$ cat src/rtl/rob_commit_pkg.sv
// Shared types and constants for the reorder buffer: tag, word and register
// index widths, plus the reserved zero tag.
package rob_commit_pkg;

   localparam int ROB_IDX_LN = 3;
   localparam int WORD_W     = 32;
   localparam int REG_IDX_W  = 5;

   typedef logic [ROB_IDX_LN-1:0] rob_idx_t;
   typedef logic [WORD_W-1:0]     word_t;
   typedef logic [REG_IDX_W-1:0]  reg_idx_t;

   localparam rob_idx_t ZERO_ROB_IDX  = '0;
   localparam rob_idx_t FIRST_ROB_IDX = rob_idx_t'(1);
   localparam word_t    ZERO_WORD     = '0;

endpackage

$ cat src/rtl/rob_commit_ptr_inc.sv
// Tag pointer increment with wrap: ROB_SIZE-1 goes back to 1, skipping the
// reserved tag 0.
module rob_ptr_inc
   import rob_commit_pkg::*;
#(
   parameter int ROB_SIZE = (1 << ROB_IDX_LN)
) (
   input  logic [ROB_IDX_LN-1:0] ptr_i,
   output logic [ROB_IDX_LN-1:0] ptr_nxt_o
);

   assign ptr_nxt_o = (ptr_i == ROB_IDX_LN'(ROB_SIZE - 1)) ? FIRST_ROB_IDX : ptr_i + 1'b1;

endmodule

$ cat src/rtl/rob_commit.sv
// Reorder buffer: allocates tags, collects CDB results, commits in order and
// raises rollback on a mispredicted branch. Optional macro ROB_WB_BYPASS_EN
// forwards the same-cycle CDB result onto the query ports.
module rob_commit
   import rob_commit_pkg::*;
#(
   parameter int ROB_SIZE = (1 << ROB_IDX_LN)
) (
   input  logic                  clk,
   input  logic                  rst,
   input  logic                  rdy,
   input  logic                  is_ena,
   input  logic [REG_IDX_W-1:0]  is_rd,
   input  logic                  is_br,
   input  logic                  is_pred,
   output logic [ROB_IDX_LN-1:0] is_idx,
   output logic                  full,
   input  logic                  wb_ena,
   input  logic [ROB_IDX_LN-1:0] wb_idx,
   input  logic [WORD_W-1:0]     wb_val,
   input  logic                  wb_taken,
   input  logic [WORD_W-1:0]     wb_tgt,
   input  logic [ROB_IDX_LN-1:0] q_idx1,
   input  logic [ROB_IDX_LN-1:0] q_idx2,
   output logic                  q_rdy1,
   output logic                  q_rdy2,
   output logic [WORD_W-1:0]     q_val1,
   output logic [WORD_W-1:0]     q_val2,
   output logic                  rob_wr_ena,
   output logic [REG_IDX_W-1:0]  rob_wr_rd,
   output logic [WORD_W-1:0]     rob_wr_val,
   output logic [ROB_IDX_LN-1:0] rob_wr_idx,
   output logic                  rb_ena,
   output logic [WORD_W-1:0]     rb_pc
);

   logic [ROB_IDX_LN-1:0] head_q, head_d, tail_q, tail_d, count_q, count_d;
   logic [ROB_IDX_LN-1:0] head_nxt, tail_nxt;
   logic [ROB_SIZE-1:0]   busy_q, ready_q, br_q, pred_q, taken_q;
   logic [REG_IDX_W-1:0]  rd_q  [ROB_SIZE];
   logic [WORD_W-1:0]     val_q [ROB_SIZE];
   logic [WORD_W-1:0]     tgt_q [ROB_SIZE];
   logic                  head_ok, do_commit, do_rb, do_alloc, do_wb;

   rob_ptr_inc #(.ROB_SIZE(ROB_SIZE)) u_head_inc (.ptr_i(head_q), .ptr_nxt_o(head_nxt));
   rob_ptr_inc #(.ROB_SIZE(ROB_SIZE)) u_tail_inc (.ptr_i(tail_q), .ptr_nxt_o(tail_nxt));

   assign full      = (count_q == ROB_IDX_LN'(ROB_SIZE - 1));
   assign is_idx    = tail_q;
   assign head_ok   = busy_q[head_q] & ready_q[head_q];
   assign do_commit = head_ok & rdy;
   assign do_rb     = do_commit & br_q[head_q] & (taken_q[head_q] ^ pred_q[head_q]);
   // A rollback flushes everything, so same-cycle allocation and writeback are dropped.
   assign do_alloc  = is_ena & ~full & rdy & ~do_rb;
   assign do_wb     = wb_ena & rdy & ~do_rb & (wb_idx != ZERO_ROB_IDX) & busy_q[wb_idx];

   assign rob_wr_ena = do_commit;
   assign rob_wr_rd  = do_commit ? rd_q[head_q]  : '0;
   assign rob_wr_val = do_commit ? val_q[head_q] : ZERO_WORD;
   assign rob_wr_idx = do_commit ? head_q        : ZERO_ROB_IDX;
   assign rb_ena     = do_rb;
   assign rb_pc      = do_rb ? tgt_q[head_q] : ZERO_WORD;

   always_comb begin
      head_d  = head_q;
      tail_d  = tail_q;
      count_d = count_q;
      if (do_rb) begin
         head_d  = FIRST_ROB_IDX;
         tail_d  = FIRST_ROB_IDX;
         count_d = '0;
      end else begin
         if (do_commit) head_d = head_nxt;
         if (do_alloc)  tail_d = tail_nxt;
         case ({do_alloc, do_commit})
            2'b10:   count_d = count_q + 1'b1;
            2'b01:   count_d = count_q - 1'b1;
            default: count_d = count_q;
         endcase
      end
   end

   always_ff @(posedge clk) begin
      if (rst) begin
         head_q  <= FIRST_ROB_IDX;
         tail_q  <= FIRST_ROB_IDX;
         count_q <= '0;
         busy_q  <= '0;
         ready_q <= '0;
         br_q    <= '0;
         pred_q  <= '0;
         taken_q <= '0;
         for (int i = 0; i < ROB_SIZE; i++) begin
            rd_q[i]  <= '0;
            val_q[i] <= ZERO_WORD;
            tgt_q[i] <= ZERO_WORD;
         end
      end else begin
         head_q  <= head_d;
         tail_q  <= tail_d;
         count_q <= count_d;
         if (do_rb) begin
            busy_q  <= '0;
            ready_q <= '0;
         end else begin
            if (do_wb) begin
               ready_q[wb_idx] <= 1'b1;
               val_q[wb_idx]   <= wb_val;
               taken_q[wb_idx] <= wb_taken;
               tgt_q[wb_idx]   <= wb_tgt;
            end
            // Freeing the head comes after the writeback so a stray late result cannot revive it.
            if (do_commit) begin
               busy_q[head_q]  <= 1'b0;
               ready_q[head_q] <= 1'b0;
            end
            if (do_alloc) begin
               busy_q[tail_q]  <= 1'b1;
               ready_q[tail_q] <= 1'b0;
               rd_q[tail_q]    <= is_rd;
               br_q[tail_q]    <= is_br;
               pred_q[tail_q]  <= is_pred;
            end
         end
      end
   end

   always_comb begin
      q_rdy1 = busy_q[q_idx1] & ready_q[q_idx1];
      q_val1 = val_q[q_idx1];
      q_rdy2 = busy_q[q_idx2] & ready_q[q_idx2];
      q_val2 = val_q[q_idx2];
`ifdef ROB_WB_BYPASS_EN
      if (wb_ena && (wb_idx == q_idx1) && (q_idx1 != ZERO_ROB_IDX) && busy_q[q_idx1]) begin
         q_rdy1 = 1'b1;
         q_val1 = wb_val;
      end
      if (wb_ena && (wb_idx == q_idx2) && (q_idx2 != ZERO_ROB_IDX) && busy_q[q_idx2]) begin
         q_rdy2 = 1'b1;
         q_val2 = wb_val;
      end
`endif
   end

endmodule
$ cat config.mk
export PLATFORM = sky130hd
export DESIGN_NAME = rob_commit
export DESIGN_NICKNAME = d
export VERILOG_FILES = /design/src/rtl/rob_commit_pkg.sv /design/src/rtl/rob_commit_ptr_inc.sv /design/src/rtl/rob_commit.sv
export SDC_FILE = /design/constraint.sdc
export NUM_CORES = 1
export LEC_CHECK = 0
export BUFFER_PORTS_ARGS = -buffer_cell sky130_fd_sc_hd__buf_2
export CORE_AREA = 2 2 198 297
export CTS_CLUSTER_DIAMETER = 80
export DETAILED_ROUTE_END_ITERATION = 12
export DIE_AREA = 0 0 200 299
export GPL_ROUTABILITY_DRIVEN = 0
export PLACE_DENSITY_LB_ADDON = 0.12
export SLEW_MARGIN = 0
export SYNTH_ARGS = -nofsm -noshare
export SYNTH_HDL_FRONTEND = slang
export SYNTH_SLANG_ARGS = --single-unit
$ cat constraint.sdc
create_clock -name clk -period 9.7 [get_ports clk]
set_input_delay 1.94 -clock clk [delete_from_list [all_inputs] [get_ports clk]]
set_output_delay 1.94 -clock clk [all_outputs]
set_load 0.005 [all_outputs]
; ---- Word level (Yosys, flattened, before mapping)
; Memory sizes are Yosys's and may differ from the RTL's. A register that Yosys moved wholly into a read port is not among the register bits.
; Cells that the tools add are included.
[word_totals]
out_inout_bits = 144
mem_count = 3
word_cells = 134
inputBits = 86
mem_bits_rw = 552
ff_bits = 49
[classes]
eq_ne = 5
add_sub_neg = 4
mux = 72
n_lt_le_gt_ge = 8
bitwise_logic = 23
reduce_logical = 11
[memory_table]
columns = memory, words, word_bits, read_ports, rd_ports_with_merged_regs, wr, line
row1 = tgt_q, 8, 32, 1, 1, 8, rob_commit.sv:42  ; logic [WORD_W-1:0] tgt_q [ROB_SIZE];
row2 = val_q, 8, 32, 3, 1, 8, rob_commit.sv:41  ; logic [WORD_W-1:0] val_q [ROB_SIZE];
row3 = rd_q, 8, 5, 1, 1, 8, rob_commit.sv:40  ; logic [REG_IDX_W-1:0] rd_q [ROB_SIZE];
[ops]
columns = operator, count
row1 = 2-to-1 mux 32 bit, 4
row2 = 2-to-1 mux 8 bit, 11
row3 = OR reduction 32 bit, 2
row4 = 2-to-1 mux 3 bit, 12
row5 = binary-select mux 1 bit (select 3 bit), 10
row6 = 2-to-1 mux 1 bit, 26
row7 = AND 8 bit, 3
row8 = bitwise mux 8 bit, 3
row9 = "less-than comparator 3 x 4 -> 1 bit, second input constant", 5
row10 = NOT 8 bit, 2
row11 = OR 8 bit, 2
row12 = AND 1 bit, 13
row13 = 2-to-1 mux 5 bit, 2
row14 = "adder 3 x 1 -> 3 bit, second input constant", 3
row15 = demux 1 bit (select 3 bit), 3
row16 = "== test 3 bit, second input constant", 3
row17 = "greater-or-equal comparator 3 x 1 -> 1 bit, second input constant", 3
row18 = case mux 3 bit (2 select lines), 1
row19 = OR reduction 5 bit, 1
row20 = AND reduction 2 bit, 2
row21 = logical AND 1 bit, 3
row22 = nonzero test 3 bit, 1
row23 = "subtractor 3 x 1 -> 3 bit, second input constant", 1
row24 = "== test 2 x 1 -> 1 bit, second input constant", 1
row25 = other kinds (5), 6

; ---- Logic depth before layout (Yosys ltp)
[logic_depth]
word_depth = 19
mapped_depth = 18
ltp_nobuf = 14

; ---- Modules after synthesis
; Synthesis repeated with hierarchy kept, for this count alone.
[unflattened]
hier_cells = 2015
area_unflattened_um2 = 30723.2
[modules_own_cells]
columns = module, instances, seq_area_each_um2, cells_per_inst, area_per_inst_um2
row1 = rob_commit, 1, 17616.9, 2007, 30648.1
row2 = rob_ptr_inc, 2, 0.0, 4, 37.5

; ---- Worst setup path after synthesis
; Ideal clock, no wire load.
[synth_path]
kind = input-to-reg
startpoint = in wb_idx[2]
endpoint = mem tgt_q[6][0], enable pin
n_path_buf = 1
setup_slack_ps = 1840
t_arrival_ps = 7285
setup_time_ps = 574
required_time_ps = 9126
cell_stages = 4
cell_sequence = clkbuf_1 -> nand4_1 -> or3_1 -> o21ai_0
[synth_lines]
columns = item, line
row1 = from (decl), rob_commit.sv:19  ; input logic [ROB_IDX_LN-1:0] wb_idx,
row2 = to (decl), rob_commit.sv:42

; ---- Worst setup path in the final report
[layout_path]
startpoint = in q_idx1[0]
endpoint = out q_val1[10]
[layout_between]
elab_chain_cells = 1
[layout_rtl]
columns = item, line
row1 = from (decl), rob_commit.sv:23  ; input logic [ROB_IDX_LN-1:0] q_idx1,
row2 = memory (8 x 32 bit), n/a
row3 = to (decl), rob_commit.sv:27  ; output logic [WORD_W-1:0] q_val1,
; No other way between the ends.

==> results by group <==
Outcome
  – Status: complete, no violations

Synthesis
  – FF+latch count, synth: 604
  – Post-synthesis async set-or-reset flop share: 0
  – Ys flop type: edfxtp_1
  – EDFF count, synth: 552
  – Synth top area cells: edfxtp_1 53%, mux4_2 20%, and2_1 9.8%
  – Synth cell types: 61
  – Post-synthesis sequential area ratio: 0.566
  – Syn_area_per_cell: 15.5 µm²
  – Synth Instances: 2,006
  – Cell taking the most area after synthesis: edfxtp_1
  – Area share of the largest cell type after synthesis: 0.533
  – Yosys warnings: 0
  – Cell area after synthesis: 31,100 µm²

Clock network
  – Clock tree from TritonCTS: yes
  – # hold bufs at CTS: 0
  – Clk Latency, worst-skew pair: 0.61 ns
  – # Post-CTS Setup Buffers: 0
  – Sink Count: 604
  – H-tree levels: 2
  – Clock buffer count from CTS: 55
  – Clock tree buffer depth: 3
  – Root Driver: clkbuf_16
  – Clock transition at the registers of the reported paths: 0.06 ns
  – PostCTS Resize Cnt: 0

GRT
  – Number of global-route vias before repair: 19,517
  – Global-route wire length before repair: 121,000 µm
  – GRT Util Overall: 0.278
  – Antenna violations before repair: 14
  – Gr ovfl total: 0
  – Largest net degree at the start of global routing: 75

Routing
  – Via count: 18,512
  – Vias per inst: 6.06
  – DR iter-0 viols: 1,271
  – Residual DRC: 0
  – Routed WL: 82,200 µm
  – Drt first pass iters: 6
  – Detail Route Antenna Nets: 0
  – WL per Instance: 26.9 µm

Critical path
  – Worst Setup Start Kind: input port
  – Crit Path Class: input port to primary output
  – Worst path required time: 7.76 ns
  – Worst EP arrival: 4.25 ns
  – Reg2Reg Depth: 9
  – Setup crit end kind: primary output
  – CP Max Fanout: 39

STA
  – RSZ-0062 raised after global routing: false
  – Fin crit share: 0.639
  – Clk_skew: 0.0136 ns
  – Final-report max-slew violation count: 0
  – Max_slew headroom: 0.195
  – Highest clock rate: 161 MHz
  – Final min period: 6.19 ns
  – Final TNS setup: 0 ns
  – Final Hold Vio Count: 0
  – PnR worst setup slack: 3.51 ns
  – # setup viols final: 0
  – Tightest Pin Transition: 1.21 ns

Placement
  – HPWL Detailed: 47,600 µm
  – Placed Area: 33,100 µm²
  – I/O Buffers: 229
  – Pre-CTS WS: 3.47 ns
  – Placed instance count: 2,946

Power and ir drop
  – Total power draw: 5580 µW
  – Leakage Power: 0.0127 µW
  – Peak VDD IR: 0.156 mV
  – Pwr per Cell Area: 160 nW/µm²

Final layout
  – Layout cells sized above 1: 0.316
  – Finished Cell Area: 34,900 µm²
  – Layout Nets: 2,325
  – Number of fillers in the final layout: 4,415
  – Non-Filler Instances: 3,055
  – P&R area growth vs syn: 12.0%

Die
  – I/O Pins: 230
  – Die ar.: 59,800 µm²
  – Row count: 108
  – DIE WIDTH: 200 µm
  – Starting Density: 0.542
  – Core ar.: 57,400 µm²
  – Die Y: 299 µm

Min path
  – Hold Crit Depth: 2
  – Hold crit path type: register to register

Run
  – Max-cap violations: 0
-- synth_stat cells, types with 7 or more instances --
cell type,number
mux2i_1,97
buf_2,23
nor2_1,85
inv_1,8
nor3_1,9
and3_1,7
buf_6,17
nand3_1,15
nand2_1,71
clkbuf_1,85
o21ai_1,8
mux2_2,66
and2_1,488
dfxtp_1,52
edfxtp_1,552
a211oi_1,10
mux4_2,271
a21oi_1,12
o21ai_0,11
buf_1,29
-- final timing paths --
check	slack, ns	end	startpoint
hold / removal	0.46	br_q[4]$_SDFFE_PP0P_	br_q[4]$_SDFFE_PP0P_
setup reg to reg	5.30	val_q[2][5]$_SDFFCE_PN0P_	head_q[0]$_SDFFE_PP1P_
hold reg to reg	0.46	br_q[4]$_SDFFE_PP0P_	br_q[4]$_SDFFE_PP0P_
setup / recovery	3.51	q_val1[10]	q_idx1[0]
-- per-layer routing --
metal | GRT usage | vias to the layer above | part of all wire
met5 | 0 | - | 0.0012
met4 | 0.105 | 16 | 0.035
met3 | 0.0383 | 178 | 0.062
met2 | 0.505 | 667 | 0.53
met1 | 0.334 | 9569 | 0.37
li1 | - | 8082 | -
-- critical path, stage by stage --
cell and delay [ns]:
buf_4 0.53, buf_4 0.71, mux4_2 0.59, mux2_2 0.30
buf_2 0.14
-- cell type report --
| class | instances | area [µm²] | area share |
|---|---|---|---|
| timing repair buffer | 262 | 1410 | 0.0406 |
| sequential | 604 | 17600 | 0.506 |
| inverter | 10 | 37.5 | 0.00108 |
| antenna | 6 | 15.0 | 0.000431 |
| tap | 770 | 963 | 0.0276 |
| clock inverter | 37 | 334 | 0.00958 |
| multi-input combinational | 1300 | 13000 | 0.374 |
| clock buffer | 66 | 1440 | 0.0412 |
-- per-stage QoR --
step	hold slack, ns	util
2_1_floorplan	0.432	-
4_1_cts	0.466	0.607
3_5_place_dp	0.456	0.576
5_1_grt	0.482	0.607
6_report	0.462	0.607
3_3_place_gp	0.440	0.576
-- state kept, by name, indices dropped and copies added, names as in the netlist, named ones only --
| name | flops |
|---|---|
| tgt_q | 256 |
| val_q | 256 |
| ready_q | 8 |
| is_idx | 3 |
| br_q | 8 |
| head_q | 3 |
| busy_q | 8 |
| pred_q | 8 |
| rd_q | 40 |
| count_q | 3 |
| taken_q | 8 |
-- where the power goes --
group	leakage [µW]	internal (µW)	switching [µW]
clock network	0.000872	1190	965
registers	0.00601	2950	55.1
logic	0.00584	200	219
-- cells in the final DEF (no fill, tap or decap), drive strengths merged, types with 6 or more instances in the layout --
master | netlist | final
nor3 | 10 | 10
nand3 | 15 | 15
mux4 | 271 | 271
a21oi | 12 | 12
nand2 | 71 | 71
a31o | 7 | 7
mux2 | 67 | 67
clkbuf | 85 | 66
o21ai | 20 | 20
a211oi | 11 | 11
clkinv | 0 | 26
dfxtp | 52 | 52
mux2i | 98 | 98
and3 | 7 | 7
o2111ai | 6 | 6
buf | 70 | 262
and2 | 488 | 488
diode | 0 | 6
edfxtp | 552 | 552
nor2 | 85 | 85
conb | 1 | 64
inv | 10 | 13
-- cells by family after synthesis --
kind of cell             synth area share
adder cells (fa/ha/maj)           0.00265
flip-flops                          0.566
buffers and inverters              0.0250
XOR/XNOR                         0.000844
other                            0.000120
AO/OA/AOI/OAI                      0.0211
AND/OR/NAND/NOR                     0.132
multiplexers                        0.252
No activity file was read; power rests on OpenSTA's default activity.
